$ cat src/rtl/branch_hazard_ctrl_pkg.sv
// branch_hazard_ctrl_pkg: branch variant codes, FSM states and operand-use helpers
package branch_hazard_ctrl_pkg;
  typedef enum logic [2:0] {
    BV_NONE, BV_JUMP, BV_JUMP_LINK, BV_JUMP_REG, BV_BEQ, BV_BNE, BV_BLTZ
  } bv_t;
  typedef enum logic {BHC_IDLE, BHC_STALL} bhc_state_t;
  localparam int BR_MAX_STALL = 2;
  function automatic logic bv_uses_rs(bv_t v);
    return v inside {BV_JUMP_REG, BV_BEQ, BV_BNE, BV_BLTZ};
  endfunction
  function automatic logic bv_uses_rt(bv_t v);
    return v inside {BV_BEQ, BV_BNE};
  endfunction
endpackage

$ cat src/rtl/branch_hazard_ctrl_src_hazard.sv
// branch_src_hazard: stall need and MEM forwarding for one decode-stage branch operand
module branch_src_hazard (
  input  logic       used,
  input  logic [4:0] src,
  input  logic       ex_reg_write,
  input  logic       ex_mem_to_reg,
  input  logic [4:0] ex_write_reg,
  input  logic       mem_reg_write,
  input  logic       mem_mem_to_reg,
  input  logic [4:0] mem_write_reg,
  output logic [1:0] need,
  output logic       fwd
);
  logic ex_hit, mem_hit;
  always_comb begin
    ex_hit  = used && src != 5'd0 && ex_reg_write && ex_write_reg == src;
    mem_hit = used && src != 5'd0 && mem_reg_write && mem_write_reg == src && !ex_hit;
    need    = ex_hit ? (ex_mem_to_reg ? 2'd2 : 2'd1) : (mem_hit && mem_mem_to_reg ? 2'd1 : 2'd0);
    fwd     = mem_hit && !mem_mem_to_reg;
  end
endmodule

$ cat src/rtl/branch_hazard_ctrl.sv
// branch_hazard_ctrl: decode-stage branch stall/forward/squash sequencing with saturating counters
module branch_hazard_ctrl
  import branch_hazard_ctrl_pkg::*;
#(
  parameter int CNT_W = 32
) (
  input  logic             clk,
  input  logic             rst_n,
  input  logic [2:0]       branch_variant,
  input  logic [4:0]       id_rs,
  input  logic [4:0]       id_rt,
  input  logic             pc_src,
  input  logic             ex_reg_write,
  input  logic             ex_mem_to_reg,
  input  logic [4:0]       ex_write_reg,
  input  logic             mem_reg_write,
  input  logic             mem_mem_to_reg,
  input  logic [4:0]       mem_write_reg,
  output logic             stall_f,
  output logic             stall_d,
  output logic             flush_e,
  output logic             flush_d,
  output logic             fwd_rs_d,
  output logic             fwd_rt_d,
  output logic [CNT_W-1:0] branch_cnt,
  output logic [CNT_W-1:0] taken_cnt,
  output logic [CNT_W-1:0] stall_cnt
);
  localparam int CW = $clog2(BR_MAX_STALL + 1);
  bhc_state_t state, state_n;
  logic [CW-1:0] cnt, cnt_n;
  logic [1:0] rs_need, rt_need, need;
  logic rs_fwd, rt_fwd, active, stall, resolve;
  bv_t bv;
  assign bv = bv_t'(branch_variant);
  branch_src_hazard u_rs (
    .used(bv_uses_rs(bv)), .src(id_rs),
    .ex_reg_write(ex_reg_write), .ex_mem_to_reg(ex_mem_to_reg), .ex_write_reg(ex_write_reg),
    .mem_reg_write(mem_reg_write), .mem_mem_to_reg(mem_mem_to_reg), .mem_write_reg(mem_write_reg),
    .need(rs_need), .fwd(rs_fwd)
  );
  branch_src_hazard u_rt (
    .used(bv_uses_rt(bv)), .src(id_rt),
    .ex_reg_write(ex_reg_write), .ex_mem_to_reg(ex_mem_to_reg), .ex_write_reg(ex_write_reg),
    .mem_reg_write(mem_reg_write), .mem_mem_to_reg(mem_mem_to_reg), .mem_write_reg(mem_write_reg),
    .need(rt_need), .fwd(rt_fwd)
  );
  always_comb begin
    need    = rs_need > rt_need ? rs_need : rt_need;
    active  = rst_n && bv != BV_NONE;
    stall   = active && (state == BHC_STALL || need != 2'd0);
    resolve = active && state == BHC_IDLE && need == 2'd0;
    state_n = state;
    cnt_n   = cnt;
    if (state == BHC_IDLE && stall) begin
      cnt_n   = CW'(need - 2'd1);
      state_n = need > 2'd1 ? BHC_STALL : BHC_IDLE;
    end else if (state == BHC_STALL) begin
      cnt_n   = active ? cnt - CW'(1) : CW'(0);
      state_n = active && cnt > CW'(1) ? BHC_STALL : BHC_IDLE;
    end
  end
  assign stall_f  = stall;
  assign stall_d  = stall;
  assign flush_e  = stall;
  assign flush_d  = resolve & pc_src;
  assign fwd_rs_d = resolve & rs_fwd;
  assign fwd_rt_d = resolve & rt_fwd;
  always_ff @(posedge clk) begin
    if (!rst_n) begin
      state      <= BHC_IDLE;
      cnt        <= '0;
      branch_cnt <= '0;
      taken_cnt  <= '0;
      stall_cnt  <= '0;
    end else begin
      state <= state_n;
      cnt   <= cnt_n;
      if (resolve && branch_cnt != '1) branch_cnt <= branch_cnt + CNT_W'(1);
      if (resolve && pc_src && taken_cnt != '1) taken_cnt <= taken_cnt + CNT_W'(1);
      if (stall && stall_cnt != '1) stall_cnt <= stall_cnt + CNT_W'(1);
    end
  end
endmodule

$ cat config.mk
export PLATFORM = sky130hd
export DESIGN_NAME = branch_hazard_ctrl
export DESIGN_NICKNAME = d
export VERILOG_FILES = /design/src/rtl/branch_hazard_ctrl_pkg.sv /design/src/rtl/branch_hazard_ctrl_src_hazard.sv /design/src/rtl/branch_hazard_ctrl.sv
export SDC_FILE = /design/constraint.sdc
export NUM_CORES = 1
export LEC_CHECK = 0
export ABC_AREA = 0
export CAP_MARGIN = 15
export CORE_ASPECT_RATIO = 0.5
export CORE_MARGIN = 5
export CORE_UTILIZATION = 34
export CTS_CLUSTER_SIZE = 28
export DETAILED_ROUTE_END_ITERATION = 12
export GPL_TIMING_DRIVEN = 0
export HOLD_SLACK_MARGIN = 0.15
export PLACE_DENSITY_LB_ADDON = 0.08
export SETUP_SLACK_MARGIN = 0.1
export SYNTH_ARGS = -nofsm -noshare
export SYNTH_HDL_FRONTEND = slang
export SYNTH_SLANG_ARGS = --single-unit
$ cat constraint.sdc
create_clock -name clk -period 5.3 [get_ports clk]
set_clock_uncertainty 0.1 [all_clocks]
set_input_delay 1.06 -clock clk [delete_from_list [all_inputs] [get_ports clk]]
set_output_delay 1.06 -clock clk [all_outputs]
set_load 0.02 [all_outputs]
[Yosys cells after proc, flatten, opt, wreduce, memory -nomap -nowiden]
Index checks and enable logic that the tools add are counted.
Cells by class
  $add $sub $neg: 5
  magnitude comparators: 3
  equal/unequal tests: 11
  muxes and demuxes: 13
  bitwise gates (word level): 4
  reduce and logical (&&, ||, !) cells: 38
Operator list (count)
  $add A32 B1 Y32 const B: 3
  $ne A32 B32 Y1 const B: 3
  $logic_and A1 B1 Y1: 26
  $eq A5 B5 Y1: 4
  $mux W2: 7
  $reduce_bool A5 Y1: 2
  $eq A3 B3 Y1 const B: 3
  $mux W1: 6
  $reduce_bool A2 Y1: 3
  $gt A2 B1 Y1 const B: 2
  $reduce_bool A4 Y1: 1
  $sub A2 B1 Y2 const B: 2
  $and A1 B1 Y1: 3
  $eq A3 B2 Y1 const B: 1
  $logic_not A1 Y1: 3
  $reduce_bool A3 Y1: 1
  $gt A2 B2 Y1: 1
  $logic_not A2 Y1: 1
  $logic_or A1 B1 Y1: 1
  $not A1 Y1: 1
Storage, ports and cells
  bits in registers: 99
  bits of input ports: 30
  output and inout port bits: 102

[Longest topological paths before layout]
  word-level depth: 17
  depth in mapped cells: 19

[Modules after synthesis]
A second synthesis with hierarchy kept.
Unflattened totals
  cell total of the unflattened synthesis: 675
  area total of the unflattened synthesis: 5512.8 um^2
By module, submodules not included
  branch_hazard_ctrl: instances 1, cells an instance 627, area each 5154.9 um^2, sequential area each 1981.9 um^2
  branch_src_hazard: instances 2, cells an instance 24, area each 178.9 um^2, sequential area each 0.0 um^2

[Worst setup path before layout]
Ideal clock, no wire load.
  path kind: in2out
  from: input branch_variant[2]
  to: output fwd_rs_d
  data arrival time: 4.108 ns
  data required time: 4.140 ns
  path slack: 0.032 ns
  cell stages on the path: 15
  buffers on the path: 1
  path through: and3_1 > a211oi_1 > and4_1 > clkbuf_1 > mux2i_1 > inv_1 > ha_1 > inv_1 > o22ai_1 > mux2i_1 > ha_1 > nand2b_4 > nor2_1 > nand3b_1 > nor3_1
Between the ends
  longest elaborated chain between the ends: 15
RTL lines
  start, declared: RTL line branch_hazard_ctrl.sv:9  | input logic [2:0] branch_variant,
  $eq A3 B2 Y1, or another cell as far along: RTL line branch_hazard_ctrl_pkg.sv:9  | return v inside {BV_JUMP_REG, BV_BEQ, BV_BNE, BV_BLTZ};
  $reduce_bool A4 Y1 / $reduce_bool A2 Y1 (equally long branches): RTL line branch_hazard_ctrl_pkg.sv:9, branch_hazard_ctrl_pkg.sv:12
  $logic_and A1 B1 Y1: RTL line branch_hazard_ctrl_src_hazard.sv:16, branch_hazard_ctrl_src_hazard.sv:17
  $logic_and A1 B1 Y1 (2 in series): RTL line branch_hazard_ctrl_src_hazard.sv:16  | ex_hit = used && src != 5'd0 && ex_reg_write && ex_write_reg == src;
  $logic_not A1 Y1: RTL line branch_hazard_ctrl_src_hazard.sv:17  | mem_hit = used && src != 5'd0 && mem_reg_write && mem_write_reg == src && !ex_hit;
  $logic_and A1 B1 Y1: RTL line branch_hazard_ctrl_src_hazard.sv:17
  $logic_and A1 B1 Y1: RTL line branch_hazard_ctrl_src_hazard.sv:18  | need = ex_hit ? (ex_mem_to_reg ? 2'd2 : 2'd1) : (mem_hit && mem_mem_to_reg ? 2'd1 : 2'd0);
  $mux W1: RTL line branch_hazard_ctrl_src_hazard.sv:18
  $mux W2: RTL line branch_hazard_ctrl_src_hazard.sv:18
  $gt A2 B2 Y1: RTL line branch_hazard_ctrl.sv:49  | need = rs_need > rt_need ? rs_need : rt_need;
  $mux W2: RTL line branch_hazard_ctrl.sv:49
  $logic_not A2 Y1: RTL line branch_hazard_ctrl.sv:52  | resolve = active && state == BHC_IDLE && need == 2'd0;
  $logic_and A1 B1 Y1: RTL line branch_hazard_ctrl.sv:52
  $and A1 B1 Y1 (*): RTL line branch_hazard_ctrl.sv:67  | assign fwd_rs_d = resolve & rs_fwd;
  end, declared: RTL line branch_hazard_ctrl.sv:23  | output logic fwd_rs_d,
Every way passes the cells marked *; elsewhere a longest branch is shown, timed or not.

[Worst setup path after layout]
  from: input ex_write_reg[0]
  to: output fwd_rt_d
Between the ends
  longest elaborated chain between the ends: 12
RTL lines
  start, declared: RTL line branch_hazard_ctrl.sv:15  | input logic [4:0] ex_write_reg,
  $eq A5 B5 Y1: RTL line branch_hazard_ctrl_src_hazard.sv:16
  $logic_and A1 B1 Y1: RTL line branch_hazard_ctrl_src_hazard.sv:16
  $logic_not A1 Y1: RTL line branch_hazard_ctrl_src_hazard.sv:17
  $logic_and A1 B1 Y1: RTL line branch_hazard_ctrl_src_hazard.sv:17
  $logic_and A1 B1 Y1: RTL line branch_hazard_ctrl_src_hazard.sv:18
  $mux W1: RTL line branch_hazard_ctrl_src_hazard.sv:18
  $mux W2: RTL line branch_hazard_ctrl_src_hazard.sv:18
  $gt A2 B2 Y1: RTL line branch_hazard_ctrl.sv:49
  $mux W2: RTL line branch_hazard_ctrl.sv:49
  $logic_not A2 Y1: RTL line branch_hazard_ctrl.sv:52
  $logic_and A1 B1 Y1: RTL line branch_hazard_ctrl.sv:52
  $and A1 B1 Y1 (*): RTL line branch_hazard_ctrl.sv:68  | assign fwd_rt_d = resolve & rt_fwd;
  end, declared: RTL line branch_hazard_ctrl.sv:24  | output logic fwd_rt_d,
Marks and branches as above.

==> impl_metrics.py <==
metrics = {
    "layout": {
        "antennaDiodeCount": 0,
        "final_common_cell": "dfxtp_1",
        "final_cell_mix": "dfxtp_1, clkdlybuf4s50_1, nand2_1",
        "stdcell_area_sq_um": 7860,
        "final_nets": 888,
        "area_delta_synth_final_pct": 38.3,
        "fill_cells": 1636,
        "drive_gt1_share_pct": 11.8,
    },
    "logic_synthesis": {
        "yosysSeqAreaShare_pct": 34.9,
        "ys_dominant_reg_cell": "dfxtp_1",
        "ys_types": 54,
        "synth_seq_cells": 99,
        "synthArstFlopShare_pct": 0,
        "ys.warnings.count": 0,
        "synthCells": 693,
        "synth_edf_count": 0,
        "avgSynthCellArea_sq_um": 8.20,
        "syn_area_sq_um": 5680,
        "synth_nets": 731,
    },
    "power": {
        "p_leak_nw": 2.53,
        "p_per_area_nw_per_um2": 202,
        "vdd_drop_max_uv": 143,
    },
    "routing": {
        "wl_per_cell_microns": 17.0,
        "postRouteAntennaNets": 0,
        "drt-pass1-iter-count": 5,
        "wl_microns": 18400,
        "drc": 0,
        "dr_total_vias": 5847,
        "drt-initial-drc-count": 317,
        "viasPerCell": 5.40,
    },
    "placed_design": {
        "place_hpwl_microns": 13500,
        "port_buffers": 130,
        "dpl_worst_slack_ns": -1.58,
        "placed_area_sq_um": 7270,
        "place_congestion": 0.829,
    },
    "sta": {
        "slew_headroom_pct": 27.0,
        "finalHoldViolCount": 0,
        "tightest_slew_ns": 1.07,
        "setup_slack_ns": 0.188,
        "max_freq_mhz": 196,
        "period_needed_ns": 5.11,
        "final-setup-viol-count": 0,
        "rsz0062_at_grt": "true",
        "post-route-period-util_pct": 96.4,
        "maxSlewViolCount": 0,
    },
    "clocking": {
        "cts_tree": "done",
        "clk_latency_ns": 0.35,
        "htree_levels": 3,
        "root_buffer": "clkbuf_16",
        "clk_pin_slew_ns": 0.07,
        "cts_hold_buf": 0,
        "cts_buffer_depth": 2,
        "cts.sinks": 99,
        "cts_buffers": 9,
    },
    "worst_setup_path": {
        "critPathLaunchType": "input port",
        "crit_arrival_ns": 3.95,
        "worstRegToRegCells": 8,
        "required_ns": 4.14,
        "worstSetupPathType": "input port to output port",
        "worstSetupEndpointType": "output port",
        "path_max_fanout": 4,
    },
    "floorplan": {
        "die_x_microns": 193,
        "coreArea_sq_um": 16400,
        "start_util_pct": 34.7,
        "die_y_microns": 101,
        "ios": 132,
        "placementRows": 33,
        "fp.dieArea_sq_um": 19600,
    },
    "min_path": {
        "hp-class": "flip-flop to flip-flop",
        "hold_depth": 2,
    },
    "global_routing": {
        "grt_pass1_vias": 5405,
        "grt-ovfl-total": 0,
        "grt_max_degree": 17,
        "grt_use_total_pct": 18.2,
        "antenna_found_initial": 0,
        "grt_pass1_wl_microns": 28800,
    },
    "job": {
        "maxCapViolCount": 0,
    },
    "status": {
        "status": "finished, final reports clean",
    },
}
-- worst max-delay path: stages --
cell      delay [ns]
buf_4           0.13
xor2_2          0.18
nor3_2          0.19
and4_1          0.23
clkbuf_8        0.14
mux2i_2         0.22
inv_1           0.10
ha_4            0.27
inv_2           0.03
o22ai_2         0.19
mux2i_1         0.24
ha_2            0.25
nand2b_4        0.09
nor2_4          0.14
nand3b_1        0.14
nor3_2          0.17
buf_4           0.16
-- final timing paths --
check	startpoint	endpoint	slack (ns)
setup reg to reg	taken_cnt[0]$_SDFFE_PN0P_	taken_cnt[8]$_SDFFE_PN0P_	2.03
setup / recovery	ex_write_reg[0]	fwd_rt_d	0.19
hold reg to reg	branch_cnt[28]$_SDFFE_PN0P_	branch_cnt[28]$_SDFFE_PN0P_	0.40
hold / removal	branch_cnt[28]$_SDFFE_PN0P_	branch_cnt[28]$_SDFFE_PN0P_	0.40
-- Yosys cell counts, types with 2 or more instances --
library cell,count,area (sq um)
dfxtp_1,99,1980
nand2_1,78,293
nand3_1,44,220
a21oi_1,36,180
nor2_1,36,135
nand4_1,28,175
clkbuf_1,27,101
inv_1,26,97.6
mux2i_1,25,250
o31ai_1,25,188
xnor2_1,25,219
nor4_1,24,150
or4_1,21,158
xor2_1,20,175
nor3_1,18,90.1
and4_1,17,149
nand2b_1,16,100
o21ai_0,15,75.1
or3_1,12,75.1
a211oi_1,10,75.1
ha_1,8,100
o41ai_1,7,61.3
a31oi_1,6,37.5
and3_1,6,37.5
nor4b_1,6,52.6
and2_1,5,31.3
o211ai_1,5,37.5
o311ai_0,5,43.8
o31a_1,4,35.0
buf_1,3,11.3
buf_6,3,33.8
clkbuf_8,3,41.3
o21a_1,3,22.5
a2111oi_0,2,17.5
a21o_1,2,15.0
and2b_2,2,17.5
buf_4,2,15.0
nor3b_1,2,15.0
or4b_2,2,20.0
-- report_power, final --
| group | switching (mW) | internal [mW] |
|---|---|---|
| clock | 0.303 | 0.381 |
| combinational | 0.0867 | 0.0587 |
| sequential | 0.00822 | 0.750 |
-- flip-flops by register name, indices dropped and copies added (netlist names) --
register and cells:
stall_cnt 32, state 1, branch_cnt 32, taken_cnt 32
cnt 2
-- routing by layer --
layer / track usage (%) / wire [microns] / part of all wire [%]
met1: 25.6 / 9040 / 49
met2: 29.0 / 8190 / 44
met3: 4.27 / 1060 / 5.8
met4: 3.12 / 115 / 0.62
met5: 0 / 0 / 0
-- cell families (layout without fill, tap and decap cells) --
| family | after synthesis | in the layout | share of synthesized area (%) |
|---|---|---|---|
| xor gates and xnor gates | 45 | 45 | 6.93 |
| buffers and inverters | 64 | 226 | 5.28 |
| AOI/OAI and AO/OA | 125 | 125 | 14.8 |
| muxes | 25 | 25 | 4.40 |
| and+or+nand+nor | 327 | 327 | 31.9 |
| DFF | 99 | 99 | 34.9 |
| adders and majority gates | 8 | 8 | 1.76 |
-- final cells by class --
class                      instances  area (sq um)  area share, %
multi-input combinational        530          3590           45.6
sequential                        99          1980           25.2
timing repair buffer             146          1390           17.7
tap                              227           284           3.61
clock buffer                      11           243           3.09
buffer                            38           213           2.71
inverter                          26           100           1.27
clock inverter                     5          62.6          0.796
-- through the flow --
| stage | std cells | setup TNS [ns] | hold WS (ns) | power (mW) | utilization (%) |
|---|---|---|---|---|---|
| 2_1_floorplan | 693 | 0 | 0.385 | 0.842 | - |
| 3_3_place_gp | 1050 | -46.37 | 0.372 | 0.906 | 44.3 |
| 3_5_place_dp | 1050 | -50.91 | 0.387 | 0.908 | 44.3 |
| 4_1_cts | 1073 | 0 | 0.399 | 1.59 | 47.0 |
| 5_1_grt | 1082 | 0 | 0.423 | 1.65 | 48.0 |
| 6_report | 1082 | 0 | 0.396 | 1.59 | 48.0 |
-- what timing repair did --
action                     in CTS  in global routing
setup buffers                   7                  9
resized for setup              84                 60
setup endpoints to repair      67                  8
pin swaps                      13                 22
No activity file was read; power rests on OpenSTA's default activity.
